## src/rtl/pid_pwm_pkg.sv

```systemverilog
// Shared widths, duty type and the control-effort clamp for the PID PWM output stage.
// Latency: none (types and pure functions only).
// Backpressure: not applicable.
package pid_pwm_pkg;

    localparam int PWM_CTRL_W = 16;
    localparam int PWM_CNT_W  = 10;
    localparam int PWM_DT_W   = 6;

    typedef logic [PWM_CNT_W:0] duty_t;

    // Largest duty the default counter can express: 100% of a maximum-length period.
    localparam duty_t DUTY_FULL = duty_t'(1 << PWM_CNT_W);

    // top is period+1; callers narrow the result to their own duty width.
    function automatic logic [31:0] sat_duty(input logic signed [31:0] u,
                                             input logic [31:0]        top);
        logic signed [31:0] top_s;
        top_s = signed'(top);
        if (u <= 0)
            sat_duty = '0;
        else if (u >= top_s)
            sat_duty = top;
        else
            sat_duty = unsigned'(u);
    endfunction

    function automatic logic is_clamped(input logic signed [31:0] u,
                                        input logic [31:0]        top);
        is_clamped = (u < 0) || (u > signed'(top));
    endfunction

endpackage

```

## src/rtl/pid_pwm_deadtime.sv

```systemverilog
// Complementary gate driver with dead time inserted on every raw PWM edge.
// Latency: 1 cycle from raw_next to gates, plus dead_time cycles after each edge.
// Backpressure: none; free-running every cycle.
module pid_pwm_deadtime #(
    parameter int DT_W = 6
) (
    input  logic            clk,
    input  logic            rst_n,
    input  logic            en,
    input  logic            raw_next,
    input  logic [DT_W-1:0] dead_time,
    output logic            pwm_h,
    output logic            pwm_l
);

    logic            raw_q, raw_d;
    logic            en_q, en_d;
    logic [DT_W-1:0] dt_cnt_q, dt_cnt_d;

    always_comb begin
        raw_d    = raw_next;
        en_d     = en;
        dt_cnt_d = dt_cnt_q;
        // A restart after enable is treated like an edge so the low side also gets a guard gap.
        if ((raw_next != raw_q) || (en && !en_q))
            dt_cnt_d = dead_time;
        else if (dt_cnt_q != '0)
            dt_cnt_d = dt_cnt_q - DT_W'(1);
    end

    always_ff @(posedge clk or negedge rst_n) begin
        if (!rst_n) begin
            raw_q    <= 1'b0;
            en_q     <= 1'b0;
            dt_cnt_q <= '0;
        end else begin
            raw_q    <= raw_d;
            en_q     <= en_d;
            dt_cnt_q <= dt_cnt_d;
        end
    end

    assign pwm_h = raw_q & (dt_cnt_q == '0);
    assign pwm_l = ~raw_q & en_q & (dt_cnt_q == '0);

endmodule

```

## src/rtl/pid_pwm_out.sv

```systemverilog
// PID output stage: clamps control effort, double-buffers duty per period, drives gated PWM pair.
// Latency: sample applies at the next period wrap; gates lag the counter by 1 cycle.
// Backpressure: u_ready drops while a sample is pending and reopens in the wrap cycle.
module pid_pwm_out
    import pid_pwm_pkg::*;
#(
    parameter int CTRL_W = PWM_CTRL_W,
    parameter int CNT_W  = PWM_CNT_W,
    parameter int DT_W   = PWM_DT_W
) (
    input  logic                     clk,
    input  logic                     rst_n,
    input  logic                     en,
    input  logic        [CNT_W-1:0]  period,
    input  logic        [DT_W-1:0]   dead_time,
    input  logic                     u_valid,
    input  logic signed [CTRL_W-1:0] u_data,
    output logic                     u_ready,
    output logic                     pwm_h,
    output logic                     pwm_l,
    output logic                     sync_o,
    output logic                     sat_o
);

    logic [CNT_W-1:0] cnt_q, cnt_d;
    logic [CNT_W-1:0] period_active_q, period_active_d;
    logic [CNT_W:0]   duty_shadow_q, duty_shadow_d;
    logic [CNT_W:0]   duty_active_q, duty_active_d;
    logic             pending_q, pending_d;
    logic             sat_q, sat_d;
    logic             sync_q, sync_d;

    logic [31:0]      top_ext;
    logic [CNT_W:0]   duty_in;
    logic             sat_in;
    logic             wrap;
    logic             load;
    logic             hs;
    logic             raw_next;

    assign top_ext  = 32'(period_active_q) + 32'd1;
    assign duty_in  = (CNT_W+1)'(sat_duty(32'(u_data), top_ext));
    assign sat_in   = is_clamped(32'(u_data), top_ext);

    assign wrap     = en & (cnt_q == period_active_q);
    // While halted the active registers track their inputs, so every cycle acts as a load point.
    assign load     = wrap | ~en;
    assign u_ready  = ~pending_q | load;
    assign hs       = u_valid & u_ready;
    assign raw_next = en & ({1'b0, cnt_q} < duty_active_q);

    always_comb begin
        cnt_d           = cnt_q;
        period_active_d = period_active_q;
        duty_shadow_d   = duty_shadow_q;
        duty_active_d   = duty_active_q;
        pending_d       = pending_q;
        sat_d           = sat_q;
        sync_d          = en & (cnt_q == '0);

        if (hs) begin
            duty_shadow_d = duty_in;
            sat_d         = sat_in;
            pending_d     = 1'b1;
        end

        if (load) begin
            cnt_d           = '0;
            period_active_d = period;
            // Newest sample wins over one that was already waiting in the shadow.
            if (hs) begin
                duty_active_d = duty_in;
                pending_d     = 1'b0;
            end else if (pending_q) begin
                duty_active_d = duty_shadow_q;
                pending_d     = 1'b0;
            end
        end else begin
            cnt_d = cnt_q + CNT_W'(1);
        end
    end

    always_ff @(posedge clk or negedge rst_n) begin
        if (!rst_n) begin
            cnt_q           <= '0;
            period_active_q <= '0;
            duty_shadow_q   <= '0;
            duty_active_q   <= '0;
            pending_q       <= 1'b0;
            sat_q           <= 1'b0;
            sync_q          <= 1'b0;
        end else begin
            cnt_q           <= cnt_d;
            period_active_q <= period_active_d;
            duty_shadow_q   <= duty_shadow_d;
            duty_active_q   <= duty_active_d;
            pending_q       <= pending_d;
            sat_q           <= sat_d;
            sync_q          <= sync_d;
        end
    end

    assign sync_o = sync_q;
    assign sat_o  = sat_q;

    pid_pwm_deadtime #(
        .DT_W (DT_W)
    ) u_deadtime (
        .clk       (clk),
        .rst_n     (rst_n),
        .en        (en),
        .raw_next  (raw_next),
        .dead_time (dead_time),
        .pwm_h     (pwm_h),
        .pwm_l     (pwm_l)
    );

endmodule

```

## config.mk

```make
export PLATFORM = sky130hd
export DESIGN_NAME = pid_pwm_out
export DESIGN_NICKNAME = d
export VERILOG_FILES = /design/src/rtl/pid_pwm_pkg.sv /design/src/rtl/pid_pwm_deadtime.sv /design/src/rtl/pid_pwm_out.sv
export SDC_FILE = /design/constraint.sdc
export NUM_CORES = 1
export LEC_CHECK = 0
export CAP_MARGIN = 20
export CORE_AREA = 2 2 79 81
export DETAILED_ROUTE_END_ITERATION = 8
export DIE_AREA = 0 0 81 83
export PLACE_DENSITY = 0.88
export SYNTH_ARGS = -nofsm -noshare
export SYNTH_HDL_FRONTEND = slang
export SYNTH_SLANG_ARGS = --single-unit
```

## constraint.sdc

```tcl
create_clock -name clk -period 4.2 [get_ports clk]
set_input_delay 0.84 -clock clk [delete_from_list [all_inputs] [get_ports clk]]
set_output_delay 0.84 -clock clk [all_outputs]
set_load 0.02 [all_outputs]
```

==> impl_results.md <==
- Endpoints failing hold: 0
- Die W: 81 µm
- Initial antenna violation count: 0
- Seq pwr share: 46.2%
- Top-count cell post-synth: dfrtp_1
- Primary FF master, synth: dfrtp_1
- Max-slew violation count: 0
- CP required: 4.39 ns
- Sw power: 0.3918 mW
- Met3 Track Usage GR: 2.826%
- Startpoint types: flop
- DR vias: 2604
- Synth Net Count: 397
- ANT cells: 0
- GR Util met1: 30.33%
- DP Area: 0.003706 mm²
- Crit path max-delay cell type: a2111oi_0
- Syn Area/Cell: 9.555 µm²
- Core area: 0.005816 mm²
- Reg-to-reg slack, setup: 0.62 ns
- Synth Area in Simple Gates: 16.56%
- Die Ht: 83 µm
- GRT busiest layer: met2
- Ys Warns: 0
- Gate power share: 24.7%
- Worst-margin pin slew: 0.8937 ns
- Clk pwr share: 29.1%
- Tcrit/Tclk final: 85.31%
- GP Congestion: 1.010
- Most common library cells after synthesis: 53 x dfrtp_1, 32 x nand2_1, 32 x nor2_1
- Crit path kind: flop to flop
- Final Cell Area: 0.003840 mm²
- Routed wire length per instance: 15.30 µm
- Clock slew at reported path FFs: 0.09 ns
- Total CTS buffers: 5
- Yosys top cell by area: dfrtp_1
- Met2 Usage GRT: 37.57%
- Min cycle time layout: 3.583 ns
- Area Overhead vs Synth: 19.60%
- PostCTS Resize Cnt: 0
- Vias in the first global route: 2589
- Placed Cells incl. Taps: 445
- TritonCTS clock tree: built
- Clock skew: 0.004632 ns
- WL final: 6930 µm
- Largest net degree at the start of global routing: 32
- Root Buffer: clkbuf_8
- NumNets Final: 438
- CP endpoint kind: flop
- Drt via density: 5.748
- Flops & latches, synth: 53
- Library cells used by synthesis: 49
- Initial core utilization: 55.21%
- RSZ-0062 raised after global routing: false
- Fmax: 279.1 MHz
- CP Data Arrival Time: 3.78 ns
- Yosys top cell area share: 41.31%
- Hold_buf cts: 0
- Worst skew pair latency: 0.30 ns
- Syn Inst Count: 336
- First-pass DRT Iterations: 5
- Post-DP HPWL: 5427 µm
- Xor/xnor share of the synthesized area: 8.691%
- Hold_ws: 0.4880 ns
- Layout cells sized above 1: 10.58%
- Adder-cell share of the synthesized area: 9.743%
- Fill cell count: 487
- Port bufs: 40
- Postcts setup bufs: 0
- I/O Pins: 41
- Mux share of post-synthesis cell area: 5.963%
- Die area: 0.006723 mm²
- Post-DRT Antenna Nets: 0
- Main combinational cell family by area after synthesis: simple AND/OR/NAND/NOR gates
- EDFF count, synth: 0
- PwrDens: 357.3 mW/mm²
- CTS HTree Levels: 2
- Initial DRC count: 123
- Switching Share: 28.56%
- Crit-path cells: ha_1 > nand2_1 > nor2_1 > xnor2_1 > ha_1 > nand4_1 > nor2_1 > a2111oi_0 > o21ai_1 > buf_4 > a221o_1 > mux2_2
- Biggest fanout along the worst timing path: 13
- Max_slew headroom: 40.29%
- Post-Layout Cell Count: 453
- P_leak: 1.684 nW
- Bufs on Longest Clock Path: 2
- DRC: 0
- Post-synth ARST share: 100.0%
- P_int: 0.9802 mW
- FP Rows: 28
- All-Layer GR Usage: 22.66%
- First-pass GRT wire length: 12050 µm
- Num Clock Sinks: 53
- Status: finished clean
- Worst min path class: flop to flop
- Post-Syn Area: 0.003211 mm²
- Synth Area in Compound Gates: 13.45%
- Register area share after synthesis: 41.31%
- Max_cap viols: 0
- Setup TNS: 0 ns
- Remaining global-route overflow: 0
- Final Setup Violations: 0
- Worst VDD drop: 0.2584 mV
- Synth top area cells: dfrtp_1 41%, ha_1 9.7%, mux2_2 6.0%
- Largest stage delay on the critical path: 0.54 ns
## state kept, by name (all words and copies together) (netlist names)
name                 cells
duty_active_q           11
cnt_q                   10
u_deadtime.dt_cnt_q      6
u_deadtime.raw_q         1
pending_q                1
period_active_q         10
duty_shadow_q           11
u_deadtime.en_q          1
sat_o                    1
sync_o                   1
## cells by family (layout without fill, tap and decap cells)
| logic type | after synthesis | count (layout) |
|---|---|---|
| AND/OR/NAND/NOR | 110 | 110 |
| AO/OA/AOI/OAI | 67 | 67 |
| flip-flops | 53 | 53 |
| buffers and inverters | 33 | 75 |
| XOR/XNOR | 31 | 31 |
| adder cells (fa/ha/maj) | 25 | 25 |
| multiplexers | 17 | 17 |
## through the flow
step / setup slack (ns) / total power [mW] / util, %
3_3_place_gp: 0.5955 / 0.9567 / 63.38
5_1_grt: 0.3723 / 1.450 / 66.03
2_1_floorplan: 1.273 / 0.8548 / -
4_1_cts: 0.6660 / 1.381 / 66.03
6_report: 0.6169 / 1.372 / 66.03
3_5_place_dp: 0.5376 / 0.9814 / 63.73
## placed cells by master, fill, tap and decap left out, types with 2 or more instances in the layout
master,count
dfrtp_1,53
clkdlybuf4s50_1,39
nand2_1,32
nor2_1,32
o21ai_0,31
ha_1,25
inv_1,22
xnor2_1,18
mux2_2,17
nand3_1,13
xor2_1,12
a21oi_1,9
and3_1,7
a22oi_1,7
clkbuf_8,5
a21o_1,4
nor4_1,4
nor3_1,4
buf_4,4
nand4_1,3
nand2b_1,2
nand4b_1,2
nor2b_1,2
or2_2,2
a221o_1,2
bufinv_16,2
## routing by layer
metal / share of wire (%) / vias to the layer above
met5: 0 / -
met4: 2.4 / 0
met3: 4.1 / 15
met2: 49 / 78
met1: 45 / 1257
li1: - / 1254
## power by group through the flow
stage | clock, mW | combinational (mW) | sequential (mW)
6_report | 0.399 | 0.339 | 0.634
5_1_grt | 0.422 | 0.383 | 0.645
4_1_cts | 0.407 | 0.341 | 0.633
3_5_place_dp | 0 | 0.339 | 0.643
3_3_place_gp | 0 | 0.318 | 0.638
2_1_floorplan | 0 | 0.229 | 0.626
## critical path, delay by kind of cell (launching register included)
family,cells,cell delay (ns)
compound gates,3,1.20
buf+inv,1,0.26
flops,1,0.48
fa+ha+maj,2,0.55
xor+xnor,1,0.20
simple gates,4,0.49
mux,1,0.26
## area by class of cell
class                      count  area [µm²]  area share [%]
inverter                      22       82.58           2.151
timing repair buffer          45       445.4           11.60
clock inverter                 3       65.06           1.694
multi-input combinational    250        1758           45.78
clock buffer                   5       68.82           1.792
sequential                    53        1326           34.54
tap                           75       93.84           2.444
## worst paths after layout
check	start	to	cells past startpoint
max	period_active_q[0]$_DFFE_PN0N_	duty_active_q[0]$_DFFE_PN0P_	12
min	duty_shadow_q[8]$_DFFE_PN0P_	duty_shadow_q[8]$_DFFE_PN0P_	2
max reg2reg	period_active_q[0]$_DFFE_PN0N_	duty_active_q[0]$_DFFE_PN0P_	12
min reg2reg	duty_shadow_q[8]$_DFFE_PN0P_	duty_shadow_q[8]$_DFFE_PN0P_	2
max in group asynchronous	rst_n	duty_shadow_q[8]$_DFFE_PN0P_	2
min in group asynchronous	rst_n	period_active_q[2]$_DFFE_PN0N_	1
Power figures use the tool's default switching activity.
